==> src/rtl/u_rx.sv <==
// u_rx: oversampled 8-bit UART receiver (8 data bits LSB first, one stop bit).
// Define U_RX_PARITY_EN to add one even-parity bit after D7 and drive rx_parity_err.
module u_rx #(
  parameter int OVERSAMPLE = 16
) (
  input  logic       clk,
  input  logic       rst_n,
  input  logic       baud_en_rx,
  input  logic       rx_in,
  output logic [7:0] data_out,
  output logic       rx_valid,
  output logic       rx_active,
  output logic       rx_frame_err,
  output logic       rx_parity_err
);

  localparam int CW = (OVERSAMPLE > 1) ? $clog2(OVERSAMPLE) : 1;
  localparam logic [CW-1:0] HALF = CW'(OVERSAMPLE / 2 - 1);
  localparam logic [CW-1:0] LAST = CW'(OVERSAMPLE - 1);

  typedef enum logic [2:0] {
    IDLE,
    START,
    DATA,
    PARITY,
    STOP,
    HOLD
  } state_t;

  state_t          state;
  logic [CW-1:0]   cnt;
  logic [2:0]      idx;
  logic [7:0]      shift;
  logic            rx_meta;
  logic            rx_s;
  logic            run;
  logic            armed;
  logic            tick;
`ifdef U_RX_PARITY_EN
  logic            par_bad;
`endif

  always_ff @(posedge clk or negedge rst_n) begin
    if (!rst_n) begin
      rx_meta <= 1'b1;
      rx_s    <= 1'b1;
    end else begin
      rx_meta <= rx_in;
      rx_s    <= rx_meta;
    end
  end

  // run stays low on the first edge after release so a tick on that edge is dropped
  always_ff @(posedge clk or negedge rst_n) begin
    if (!rst_n) run <= 1'b0;
    else        run <= 1'b1;
  end

  assign tick = baud_en_rx & run;

  // armed requires the line to be seen high after reset, so a line that is
  // already low at release (mid-frame) is not taken as a start bit
  always_ff @(posedge clk or negedge rst_n) begin
    if (!rst_n) begin
      state        <= IDLE;
      cnt          <= '0;
      idx          <= 3'd0;
      shift        <= 8'h00;
      data_out     <= 8'h00;
      rx_valid     <= 1'b0;
      rx_active    <= 1'b0;
      rx_frame_err <= 1'b0;
      armed        <= 1'b0;
`ifdef U_RX_PARITY_EN
      rx_parity_err <= 1'b0;
      par_bad       <= 1'b0;
`endif
    end else begin
      rx_valid     <= 1'b0;
      rx_frame_err <= 1'b0;
`ifdef U_RX_PARITY_EN
      rx_parity_err <= 1'b0;
`endif
      if (tick) begin
        case (state)
          IDLE: begin
            if (rx_s) begin
              armed <= 1'b1;
            end else if (armed) begin
              state     <= START;
              cnt       <= '0;
              rx_active <= 1'b1;
            end
          end
          START: begin
            if (cnt == HALF) begin
              cnt <= '0;
              if (!rx_s) begin
                state <= DATA;
                idx   <= 3'd0;
              end else begin
                state     <= IDLE;
                rx_active <= 1'b0;
              end
            end else begin
              cnt <= cnt + 1'b1;
            end
          end
          DATA: begin
            if (cnt == LAST) begin
              cnt        <= '0;
              shift[idx] <= rx_s;
              if (idx == 3'd7) begin
`ifdef U_RX_PARITY_EN
                state <= PARITY;
`else
                state <= STOP;
`endif
              end else begin
                idx <= idx + 3'd1;
              end
            end else begin
              cnt <= cnt + 1'b1;
            end
          end
`ifdef U_RX_PARITY_EN
          PARITY: begin
            if (cnt == LAST) begin
              cnt     <= '0;
              par_bad <= rx_s ^ (^shift);
              state   <= STOP;
            end else begin
              cnt <= cnt + 1'b1;
            end
          end
`endif
          STOP: begin
            if (cnt == LAST) begin
              cnt <= '0;
`ifdef U_RX_PARITY_EN
              rx_parity_err <= par_bad;
              par_bad       <= 1'b0;
`endif
              if (rx_s) begin
                data_out  <= shift;
                rx_valid  <= 1'b1;
                state     <= IDLE;
                rx_active <= 1'b0;
              end else begin
                rx_frame_err <= 1'b1;
                state        <= HOLD;
              end
            end else begin
              cnt <= cnt + 1'b1;
            end
          end
          HOLD: begin
            if (rx_s) begin
              state     <= IDLE;
              rx_active <= 1'b0;
            end
          end
          default: begin
            state     <= IDLE;
            cnt       <= '0;
            rx_active <= 1'b0;
          end
        endcase
      end
    end
  end

`ifndef U_RX_PARITY_EN
  assign rx_parity_err = 1'b0;
`endif

  a_valid_ferr_exclusive: assert property (@(posedge clk) disable iff (!rst_n)
    !(rx_valid && rx_frame_err));
  a_valid_one_clk: assert property (@(posedge clk) disable iff (!rst_n)
    rx_valid |=> !rx_valid);
  a_ferr_one_clk: assert property (@(posedge clk) disable iff (!rst_n)
    rx_frame_err |=> !rx_frame_err);

endmodule
==> config.mk <==
export PLATFORM = sky130hd
export DESIGN_NAME = u_rx
export DESIGN_NICKNAME = d
export VERILOG_FILES = /design/src/rtl/u_rx.sv
export SDC_FILE = /design/constraint.sdc
export NUM_CORES = 1
export LEC_CHECK = 0
export ABC_AREA = 1
export CORE_MARGIN = 8
export CORE_UTILIZATION = 50
export DETAILED_ROUTE_END_ITERATION = 7
export GPL_TIMING_DRIVEN = 1
export PLACE_DENSITY = 0.77
export SETUP_SLACK_MARGIN = 0.5
export SLEW_MARGIN = 25
export SYNTH_ARGS = -nofsm -noshare
export SYNTH_HDL_FRONTEND = slang
export SYNTH_SLANG_ARGS = --single-unit
==> constraint.sdc <==
create_clock -name clk -period 1.9 [get_ports clk]
set_input_delay 0.38 -clock clk [delete_from_list [all_inputs] [get_ports clk]]
set_output_delay 0.38 -clock clk [all_outputs]
set_load 0.02 [all_outputs]
* After elaboration in Yosys (flattened, before gate mapping)
Cells that the tools add are included.
** Cells by class
- Add/subtract/negate cells :: 2
- Magnitude comparators :: 2
- Equality and inequality tests :: 16
- Multiplexer cells :: 37
- Bitwise logic cells :: 3
- Reduce and logical (&&, ||, !) cells :: 11
** Operators by type and width (count)
- 3-bit two-way mux :: 12
- 2-bit != test (second input constant) :: 9
- 4-bit two-way mux :: 4
- 4-bit one-hot mux with 4 select lines :: 1
- 3-bit one-hot mux with 5 select lines :: 1
- 1-bit two-way mux :: 14
- 6-bit AND reduction :: 2
- 3-bit == test (second input constant) :: 3
- 8-bit bitwise mux :: 1
- 4-bit AND reduction :: 2
- 8-bit AND reduction :: 1
- 3-bit one-hot mux with 2 select lines :: 1
- 3-bit AND reduction :: 2
- 1-bit one-hot mux with 5 select lines :: 1
- 4-bit by 1-bit adder with 4-bit output (second input constant) :: 1
- 4-bit by 3-bit == test with 1-bit output (second input constant) :: 1
- 4-bit == test (second input constant) :: 1
- 3-bit by 4-bit less-than comparator with 1-bit output (second input constant) :: 1
- 3-bit by 1-bit adder with 3-bit output (second input constant) :: 1
- 1-bit demux with 3-bit select :: 1
- 3-bit by 1-bit == test with 1-bit output (second input constant) :: 1
- 3-bit by 2-bit == test with 1-bit output (second input constant) :: 1
- 3-bit by 1-bit >= comparator with 1-bit output (second input constant) :: 1
- 3-bit logical NOT :: 1
- other kinds (6) :: 7
** Storage, ports and cells
- Register bits :: 33
- Input bits :: 4
- Output and inout port bits :: 12
- Word-level logic and storage cells :: 83

* Depth between registers and ports, before layout
Gate-level depths: netlist (run 1).
- Depth in word-level cells :: 5
- Gate-level depth with buffers :: 10
- Gate-level depth less buffers :: 10

* Worst setup path before layout (run 1)
OpenSTA, ideal clock, no wires.
- Kind :: register -> register
- From :: register idx[0]
- To :: register idx[0]
- Setup time :: 0.117 ns
- Arrival time :: 1.278 ns
- Required time :: 1.783 ns
- Slack :: 0.505 ns
- Stages on the path, launching flop included :: 9
- Buffers on the path :: 0
- Clock period less this slack :: 1.395 ns
- Cells stage by stage :: dfrtp_1 > ha_1 > ha_1 > inv_1 > nand4_1 > nand2_1 > nand3_2 > nand2_1 > nand2_1
** On the way
- Longest elaborated chain between the ends :: 4
- Elaborated cells on any way between the ends :: 7
- Those cells by class :: add/sub: 1; eq/ne: 2; mux: 3; reduce/logical: 1
** Ends and longest elaborated chain
- start: declaration :: line 32 : logic [2:0] idx;
- start signal: assignment :: line 120 : idx <= idx + 3'd1;
- 3-bit by 1-bit adder with 3-bit output :: line 120
- 3-bit two-way mux :: line 113 : if (idx == 3'd7) begin
- 3-bit two-way mux :: line 110 : if (cnt == LAST) begin
- 3-bit one-hot mux with 2 select lines :: line 85 : case (state)
Parallel ways exist; a longest one is shown, timed or not. The select of a mux whose other input is x is not followed.
A chain may end at the register's enable or synchronous reset.

* Final worst setup path (run 1)
- From :: register idx[0]
- To :: register idx[2]
The elaborated chain is that of the path after synthesis.

==> flow_summary_export.csv, run 1 <==
group,metric,value,unit
synth,synth_area,1660,µm²
routing,drt-total-wl,3.87,mm
critical_path,arrival,1710,ps
timing,setup-tns-final,0,ps
die,pin_count,16,
flow_run,maxCapViolations,0,
pwr,p_switching,0.890,mW
pwr,power.density,1140,nW/µm²
timing,fmax,685,MHz
cts,cts_made_buffers,5,
hold_path,hp-class,"reg -> reg",
place,place_area,1860,µm²
cts,cts_tree,"done",
cts,clockBufferDepth,2,
global_route,antenna_found_initial,0,
critical_path,ff2ff_path_depth,8,
run_status,run_status,"finished, final reports clean",
cells_and_area,syn2layout_area_growth,27.8,%
cts,cts_htree_levels,2,
pwr,swShare,36.6,%
cts,holdBufCountCts,0,
cts,clock_latency,350,ps
synth,yosysSeqAreaShare,49.8,%
global_route,grt_pass1_vias,1290,
timing,rsz0062_at_grt,"true",
global_route,grtUsageMet3,4.64,%
routing,drc,0,
routing,vias,1457,
place,gp_congestion,0.860,
die,std_cell_rows,21,
cells_and_area,diodes,0,
global_route,grt-ovfl-total,0,
routing,wire_per_inst,13.6,µm
cells_and_area,drive_above_1_share,35.1,%
global_route,grt_usage,14.0,%
critical_path,cp.required,2150,ps
pwr,internal_power,1.54,mW
routing,drt-initial-drc-count,90,
critical_path,critPathKind,"reg -> reg",
routing,ant_nets,0,
global_route,grt_max_degree,34,
global_route,grt_pass1_wl,5.82,mm
synth,syn-num-nets,209,
cells_and_area,finish.instance_area,2130,µm²
global_route,grt_use_met2,22.2,%
pwr,ir_drop,0.895,mV
routing,viasPerCell,5.11,
critical_path,worst_setup_path_end_kind,"register",
die,die_area,5430,µm²
cts,cts_sinks,33,
die,initial_core_util,51.0,%
place,dp_hpwl,2.21,mm
timing,fin_skew,10.2,ps
pwr,sequentialPowerShare,34.9,%
die,core_area,3260,µm²
pwr,p_comb_share,37.9,%
place,io_buffer_count,14,
synth,ys_types,25,
pwr,total_leakage_power,1.07,nW
cells_and_area,fin_nets,245,
hold_path,hold_path_depth,0,
timing,finalHoldViolCount,0,
cts,clk_pin_slew,110,ps
synth,ys_seq_elements,33,
cts,root_buffer,"clkbuf_4",
timing,final-setup-viol-count,0,
routing,first_pass_iters,4,
critical_path,critPathMaxFanout,4,
pwr,clockPowerShare,27.2,%
timing,slew_viol_final,0,
timing,period_needed,1460,ps
synth,avgSynthCellArea,8.23,µm²
synth,synth_warnings,0,
synth,synthCells,202,
critical_path,reg2reg_slack,440,ps
die,dieHeight,73.7,µm
die,dieWidth,73.7,µm
critical_path,critPathLaunchType,"register",
cells_and_area,fillers,273,
timing,finalCritPeriodShare,76.9,%
global_route,busiest_layer,"met2",
global_route,met1_usage,16.7,%
[synthesized netlist by cell type]
master	number	area, µm²
a21o_1	1	7.51
a21oi_1	1	5.00
buf_4	1	7.51
clkbuf_1	1	3.75
conb_1	2	7.51
dfrtp_1	31	776
dfstp_2	2	52.6
ha_1	3	37.5
inv_1	16	60.1
inv_2	4	15.0
nand2_1	71	267
nand2_2	4	25.0
nand2_4	2	22.5
nand3_1	19	95.1
nand3_2	1	10.0
nand3_4	1	17.5
nand3b_1	2	15.0
nand4_1	5	31.3
nor2_1	13	48.8
nor2_2	4	25.0
nor2_4	6	67.6
o21a_1	1	7.51
o21ai_0	1	5.00
o21ai_1	9	45.0
xor2_1	1	8.76
[power by group through the flow]
| stage | logic [mW] | registers [mW] | clock network, mW |
|---|---|---|---|
| after global placement | 0.615 | 0.882 | 0 |
| after floorplan | 0.481 | 0.873 | 0 |
| final | 0.921 | 0.849 | 0.660 |
| after global routing | 1.01 | 0.857 | 0.695 |
| after CTS | 0.742 | 0.856 | 0.669 |
| after detailed placement | 0.626 | 0.883 | 0 |
[logic make-up after synthesis]
family          count (synthesis)  synth area share [%]
compound gates                 13                  4.21
buf+inv                        22                  5.19
simple gates                  128                  37.5
flops                          33                  49.8
fa+ha+maj                       3                  2.26
other cells                     2                 0.452
xor+xnor                        1                 0.527
[repair_timing]
action | CTS | global route
setup buffers | 8 | 7
pin swaps | 6 | 9
resized for setup | 44 | 22
cloned | 0 | 0
setup endpoints to repair | 36 | 36
[worst paths after layout]
check | startpoint | to
min in group asynchronous | rst_n | idx[2]$_DFFE_PN0P_
worst min register to register | rx_meta$_DFF_PN1_ | rx_s$_DFF_PN1_
worst max-delay path | idx[0]$_DFFE_PN0P_ | idx[2]$_DFFE_PN0P_
worst max register to register | idx[0]$_DFFE_PN0P_ | idx[2]$_DFFE_PN0P_
max in group asynchronous | rst_n | rx_s$_DFF_PN1_
worst min-delay path | rx_meta$_DFF_PN1_ | rx_s$_DFF_PN1_
[flip-flops by register name (all words and copies together) (netlist names)]
signal	count
run	1
rx_valid	1
rx_frame_err	1
cnt	4
rx_active	1
rx_meta	1
data_out	8
armed	1
rx_s	1
shift	8
state	3
idx	3
[cell type report]
| class | count | area (µm²) | share of cell area, % |
|---|---|---|---|
| repair buffers | 31 | 225 | 10.6 |
| flip-flops and latches | 33 | 832 | 39.1 |
| multi-input cells | 147 | 833 | 39.2 |
| clock inverters | 3 | 65.1 | 3.06 |
| inverters | 20 | 75.1 | 3.53 |
| clock buffers | 5 | 37.5 | 1.77 |
| well taps | 46 | 57.6 | 2.71 |
[routing by layer]
| metal | vias to the layer above | part of all wire (%) |
|---|---|---|
| li1 | 708 | - |
| met1 | 698 | 44 |
| met2 | 39 | 48 |
| met3 | 12 | 5.1 |
| met4 | 0 | 2.7 |
| met5 | - | 0 |
[cells in the final DEF (no fill, tap or decap), drive strengths merged, types with 2 or more instances in the layout]
master / netlist / routed
dfrtp: 31 / 31
nand3: 21 / 21
o21ai: 10 / 10
nand2: 77 / 77
inv: 20 / 20
dfstp: 2 / 2
buf: 1 / 23
clkdlybuf4s15: 0 / 2
ha: 3 / 3
clkbuf: 1 / 8
conb: 2 / 2
nand4: 5 / 5
clkdlybuf4s50: 0 / 3
nor2: 23 / 23
bufinv: 0 / 2
nand3b: 2 / 2
[per-stage QoR]
| step | cells | utilization [%] | power, mW | worst slack (ps) | hold WS [ps] |
|---|---|---|---|---|---|
| finish | 285 | 65.2 | 2.43 | 439 | 377 |
| global route | 285 | 65.2 | 2.56 | 350 | 389 |
| CTS | 278 | 64.1 | 2.27 | 438 | 362 |
| detailed placement | 262 | 57.2 | 1.51 | 170 | 348 |
| global placement | 262 | 57.2 | 1.50 | 216 | 347 |
| floorplan | 202 | - | 1.35 | 505 | 84.4 |
[worst max-delay path: stages, from the launching register on]
cell and delay [ps]:
dfrtp_2 430, ha_2 190, ha_4 150, inv_2 40, nand4_1 140, nand2_2 160
nand3_2 120, nand2_1 80, nand2_1 50
(Power assumes the default switching activity.)
==> run 2, diff against run 1 <==
==> constraint.sdc (replaced) <==
create_clock -name clk -period 1.4 [get_ports clk]
set_input_delay 0.28 -clock clk [delete_from_list [all_inputs] [get_ports clk]]
set_output_delay 0.28 -clock clk [all_outputs]
set_load 0.02 [all_outputs]
==> run 2 against run 1 <==
The flow now finishes with violations (setup timing). First-iteration DRC count fell by 11%. Critical endpoint is now shift[2]$_DFFE_PN0P_. Cell count rose by 6.3%. Via count grew 2.2%. Total power up 28%. Hold slack got worse by 110 ps. Non-clock buffer count up 18. Largest cell class unchanged. Routed wire length decreased by 3.6%. Global-route usage is 0.17 points higher.
==> flow_summary_export.csv, run 2 (synthesized netlist as in run 1, its figures left out) <==
group,metric,value,unit
critical_path,worst_setup_path_end_kind,"register",
place,dp_hpwl,2.36,mm
global_route,grt_max_degree,19,
die,std_cell_rows,21,
cells_and_area,ff_latch_area,831,µm²
routing,top_layer,"met4",
routing,drt-initial-drc-count,80,
cells_and_area,drive_above_1_share,39.7,%
die,die_area,5430,µm²
routing,viasPerCell,4.91,
critical_path,ff2ff_path_depth,8,
critical_path,critPathKind,"reg -> reg",
timing,rsz0062_at_grt,"true",
cells_and_area,final_common_cell,"nand2_1",
timing,period_needed,1500,ps
cells_and_area,finish.instance_area,2290,µm²
timing,finalCritPeriodShare,107,%
global_route,grt_pass1_wl,5.84,mm
routing,drc,0,
cts,cts_htree_levels,2,
place,gp_congestion,0.843,
critical_path,cp-startpoint,"cnt[0]$_DFFE_PN0P_",
timing,setup_ws,-105,ps
global_route,grt-ovfl-total,0,
die,core_area,3260,µm²
cts,clockBufferDepth,2,
hold_path,hp-class,"in -> async",
timing,setup-tns-final,-1530,ps
timing,finalHoldViolCount,0,
critical_path,arrival,1740,ps
timing,final-setup-viol-count,25,
cts,clock_latency,340,ps
run_status,run_status,"complete, but fails checks",
place,place_ws,-200,ps
routing,drt-total-wl,3.73,mm
routing,vias,1489,
cells_and_area,top_regs,"data_out: 8 flops, shift: 8 flops, cnt: 4 flops",
run_status,violations,"setup timing",
critical_path,timing.rr.end,"shift[2]$_DFFE_PN0P_",
timing,fin_skew,4.62,ps
flow_run,maxCapViolations,0,
cts,cts_tree,"done",
routing,wirelength_met1,1.63,mm
place,place_area,1970,µm²
pwr,power,3.10,mW
pwr,total_leakage_power,1.16,nW
cells_and_area,syn2layout_area_growth,37.6,%
global_route,antenna_found_initial,0,
critical_path,crit-reg2reg-launch,"cnt[0]$_DFFE_PN0P_",
cells_and_area,final_cell_mix,"nand2_1 (66), buf_4 (31), dfrtp_1 (29)",
routing,ant_nets,0,
critical_path,critPathLaunchType,"register",
critical_path,critPathMaxFanout,8,
routing,wire_per_inst,12.3,µm
pwr,power.density,1360,nW/µm²
pwr,ir_drop,0.807,mV
place,dp.cells,275,
cts,holdBufCountCts,0,
global_route,grt_pass1_vias,1360,
critical_path,cp.required,1640,ps
die,dieHeight,73.7,µm
die,pin_count,16,
routing,wl_met3,201,µm
critical_path,reg2reg_slack,-100,ps
global_route,grt_usage,14.2,%
cts,root_buffer,"clkbuf_4",
cells_and_area,diodes,0,
place,io_buffer_count,14,
routing,wl_met2,1.80,mm
timing,slew_viol_final,0,
cells_and_area,multi_input_area,836,µm²
cts,clk_pin_slew,100,ps
timing,fmax,664,MHz
cts,cts_made_buffers,5,
routing,first_pass_iters,4,
cells_and_area,fin_nets,263,
cells_and_area,fin_cells,303,
die,dieWidth,73.7,µm
cts,cts_sinks,33,
die,initial_core_util,51.0,%
cells_and_area,fillers,263,
## run 2: routing by layer
metal | vias up | global-route usage [%]
met1 | 697 | 16.6
met2 | 39 | 21.9
li1 | 744 | -
met5 | - | 0
met4 | 0 | 7.54
met3 | 9 | 5.18
## run 2: power by group
part	leakage (nW)	switching [mW]	internal, mW
clock network	0.0310	0.329	0.189
logic	0.695	0.803	0.622
registers	0.438	0.101	1.06
total	1.16	1.23	1.87
## run 2: area by class of cell
cell class,count,share of cell area [%]
Clock buffer,5,1.64
Tap cell,46,2.52
Sequential cell,33,36.3
Timing Repair Buffer,49,18.9
Multi-Input combinational cell,147,36.5
Clock inverter,3,0.765
Inverter,20,3.39
## run 2: worst max-delay path: stages, from the launching register on
cell and delay, ps:
dfrtp_1 390, ha_2 200, nand2_2 80, nor2_4 150, nand2_2 100, nor2_4 220, nand3_1 140, nand2_1 80
o21ai_1 60
## run 2: stage by stage
stage	utilization [%]	hold slack, ps
after detailed placement	60.6	350
after global routing	70.2	286
final	70.2	268
after CTS	66.9	268
after global placement	60.6	346
after floorplan	-	-15.6
## run 2: worst max path at each step
stage                           end  slack [ps]  cells past startpoint
2_1_floorplan  state[1]$_DFFE_PN0P_          40                      9
3_3_place_gp   shift[1]$_DFFE_PN0P_        -160                      8
3_5_place_dp   shift[2]$_DFFE_PN0P_        -200                      8
4_1_cts        shift[2]$_DFFE_PN0P_         -50                      8
5_1_grt        shift[2]$_DFFE_PN0P_        -230                      8
6_report       shift[2]$_DFFE_PN0P_        -100                      8
## run 2: what timing repair did
item / in CTS / in global routing
endpoints found under the hold margin: 0 / 0
gates cloned: 0 / 0
pin swaps: 16 / 4
endpoints found under the setup margin: 41 / 41
setup buffers: 11 / 9
resized for setup: 77 / 16
==> run 3, diff against run 2 <==
--- a/config.mk
+++ b/config.mk
@@ -6,11 +6,13 @@
 export NUM_CORES = 1
 export LEC_CHECK = 0
 export ABC_AREA = 1
+export CELL_PAD_IN_SITES_DETAIL_PLACEMENT = 0
+export CELL_PAD_IN_SITES_GLOBAL_PLACEMENT = 1
 export CORE_MARGIN = 8
-export CORE_UTILIZATION = 50
+export CORE_UTILIZATION = 42
 export DETAILED_ROUTE_END_ITERATION = 7
 export GPL_TIMING_DRIVEN = 1
-export PLACE_DENSITY = 0.77
+export PLACE_DENSITY = 0.84
 export SETUP_SLACK_MARGIN = 0.5
 export SLEW_MARGIN = 25
 export SYNTH_ARGS = -nofsm -noshare
==> run 3 against run 2 <==
The run still ends with setup timing left. Worst setup slack improved by 32 ps. Hold slack better by 73 ps. Sequential power hardly changed. Clock power grew 110%. Global-route usage decreased by 2.0 points. Combinational power hardly changed. Maximum frequency grew 2.2%. Critical path type unchanged.
==> flow_summary_export.csv, run 3 (synthesized netlist as in run 1, its figures left out) <==
group,metric,value,unit
die,dieHeight,78.9,µm
critical_path,reg2reg_slack,-70,ps
pwr,ir_drop,1.01,mV
cells_and_area,diodes,0,
routing,viasPerCell,4.70,
cells_and_area,finish.instance_area,2440,µm²
cts,cts_tree,"done",
die,pin_count,16,
critical_path,critPathMaxFanout,8,
cells_and_area,syn2layout_area_growth,47.0,%
critical_path,ff2ff_path_depth,6,
cells_and_area,fillers,331,
cts,cts_htree_levels,2,
place,dp.cells,284,
place,io_buffer_count,14,
timing,rsz0062_at_grt,"true",
global_route,grt_pass1_vias,1302,
run_status,run_status,"complete, but fails checks",
place,dp_hpwl,2.57,mm
timing,finalCritPeriodShare,105,%
critical_path,critPathKind,"reg -> reg",
cts,cts_made_buffers,5,
hold_path,hp-class,"in -> async",
timing,setup-tns-final,-526,ps
global_route,grt_usage,12.2,%
flow_run,maxCapViolations,0,
die,dieWidth,78.9,µm
critical_path,path_buf_inv,1,
critical_path,timing.rr.end,"shift[1]$_DFFE_PN0P_",
global_route,grt-ovfl-total,0,
critical_path,cp.required,1570,ps
routing,vias,1448,
place,place_area,2020,µm²
global_route,grt_max_degree,19,
cells_and_area,fin_cells,308,
cts,clk_pin_slew,70,ps
cells_and_area,fin_nets,264,
timing,final-setup-viol-count,18,
routing,drt-initial-drc-count,71,
die,core_area,3910,µm²
place,gp_congestion,0.865,
die,initial_core_util,42.5,%
timing,finalHoldViolCount,0,
critical_path,crit_chain,"inv_4, nand3_4, nor2_4, nand3_2, nand2_1, o21ai_1",
cts,clock_latency,280,ps
routing,drt-total-wl,3.81,mm
cells_and_area,drive_above_1_share,41.9,%
die,std_cell_rows,23,
cells_and_area,final_common_cell,"nand2_1",
routing,wire_per_inst,12.4,µm
cells_and_area,final_cell_mix,"nand2_1 (67), dfrtp_1 (29), buf_4 (29)",
cells_and_area,top_regs,"data_out: 8 flops, shift: 8 flops, cnt: 4 flops",
pwr,total_leakage_power,1.22,nW
timing,fin_skew,1.59,ps
cts,root_buffer,"clkbuf_8",
timing,slew_viol_final,0,
run_status,violations,"setup timing",
routing,first_pass_iters,4,
cts,cts_sinks,33,
routing,drc,0,
cells_and_area,final_util,62.4,%
routing,ant_nets,0,
timing,hold_ws,341,ps
critical_path,worst_setup_path_end_kind,"register",
cts,clockBufferDepth,2,
critical_path,cpMaxStageDelayCell,"dfrtp_2",
critical_path,crit-reg2reg-launch,"state[2]$_DFFE_PN0P_",
critical_path,slowest_delay,480,ps
critical_path,critPathLaunchType,"register",
global_route,grt_pass1_wl,6.13,mm
timing,setup_ws,-73.2,ps
pwr,power.density,1500,nW/µm²
die,die_area,6230,µm²
global_route,antenna_found_initial,0,
timing,period_needed,1470,ps
timing,fmax,679,MHz
critical_path,arrival,1640,ps
critical_path,critical-path-top-delay-family,"simple AND/OR/NAND/NOR gates",
==> run 3: cell types whose count changed in the layout (fill, tap and decap cells not counted), moves of 2 or more <==
cell	previous run	this run
bufinv_16	0	2
buf_6	15	18
nor2_2	4	2
nand3_1	13	7
nand2_4	3	5
nand3_2	6	12
nand2_2	8	5
buf_4	31	29
clkbuf_4	5	0
clkbuf_8	0	5
==> run 3: worst max path at each step <==
stage	start	end	slack, ps	depth (start not counted)
after floorplan	idx[0]$_DFFE_PN0P_	state[1]$_DFFE_PN0P_	40	9
after global placement	baud_en_rx	shift[2]$_DFFE_PN0P_	-190	8
final	state[2]$_DFFE_PN0P_	shift[1]$_DFFE_PN0P_	-70	6
after global routing	cnt[0]$_DFFE_PN0P_	shift[1]$_DFFE_PN0P_	-190	8
after detailed placement	baud_en_rx	shift[5]$_DFFE_PN0P_	-190	8
after CTS	cnt[0]$_DFFE_PN0P_	shift[3]$_DFFE_PN0P_	-60	8
==> run 3: worst reg2reg max path, delay by kind of cell, from the launching register on <==
family	cells	cell delay, ps
compound gates	1	70
flops	1	480
simple gates	4	670
buf+inv	1	150
==> run 3: per-layer routing <==
| metal | wire, µm | global-route usage, % | vias to the layer above |
|---|---|---|---|
| met4 | 78 | 3.89 | 0 |
| li1 | - | - | 749 |
| met5 | 0 | 0 | - |
| met3 | 134 | 3.39 | 10 |
| met2 | 1780 | 17.4 | 18 |
| met1 | 1820 | 17.4 | 671 |
==> run 3: power by group <==
part	leakage [nW]	switching [mW]	total (mW)	internal [mW]
combinational	0.716	0.811	1.44	0.631
clock	0.0681	0.349	1.06	0.707
sequential	0.438	0.115	1.17	1.06
total	1.22	1.27	3.67	2.40
==> run 3: final cells by class <==
cell class                 instances  area (µm²)  share of cell area [%]
sequential                        33         831                    34.0
tap                               50        62.6                    2.56
clock buffer                       5        68.8                    2.82
multi-input combinational        147         886                    36.3
clock inverter                     3        65.1                    2.66
timing repair buffer              50         450                    18.4
inverter                          20        80.1                    3.28
==> run 3: what timing repair did <==
item | CTS | global route
cloned | 0 | 0
hold buffers | 0 | 0
gates resized for setup | 81 | 24
endpoints found under the setup margin | 41 | 41
pin swaps | 6 | 15
buffers inserted | 6 | 10
==> run 3: stage by stage <==
stage | total power, mW | worst slack, ps
floorplan | 1.86 | 44.8
global placement | 2.26 | -191
detailed placement | 2.26 | -191
CTS | 3.48 | -56.4
global route | 3.91 | -193
finish | 3.67 | -73.2
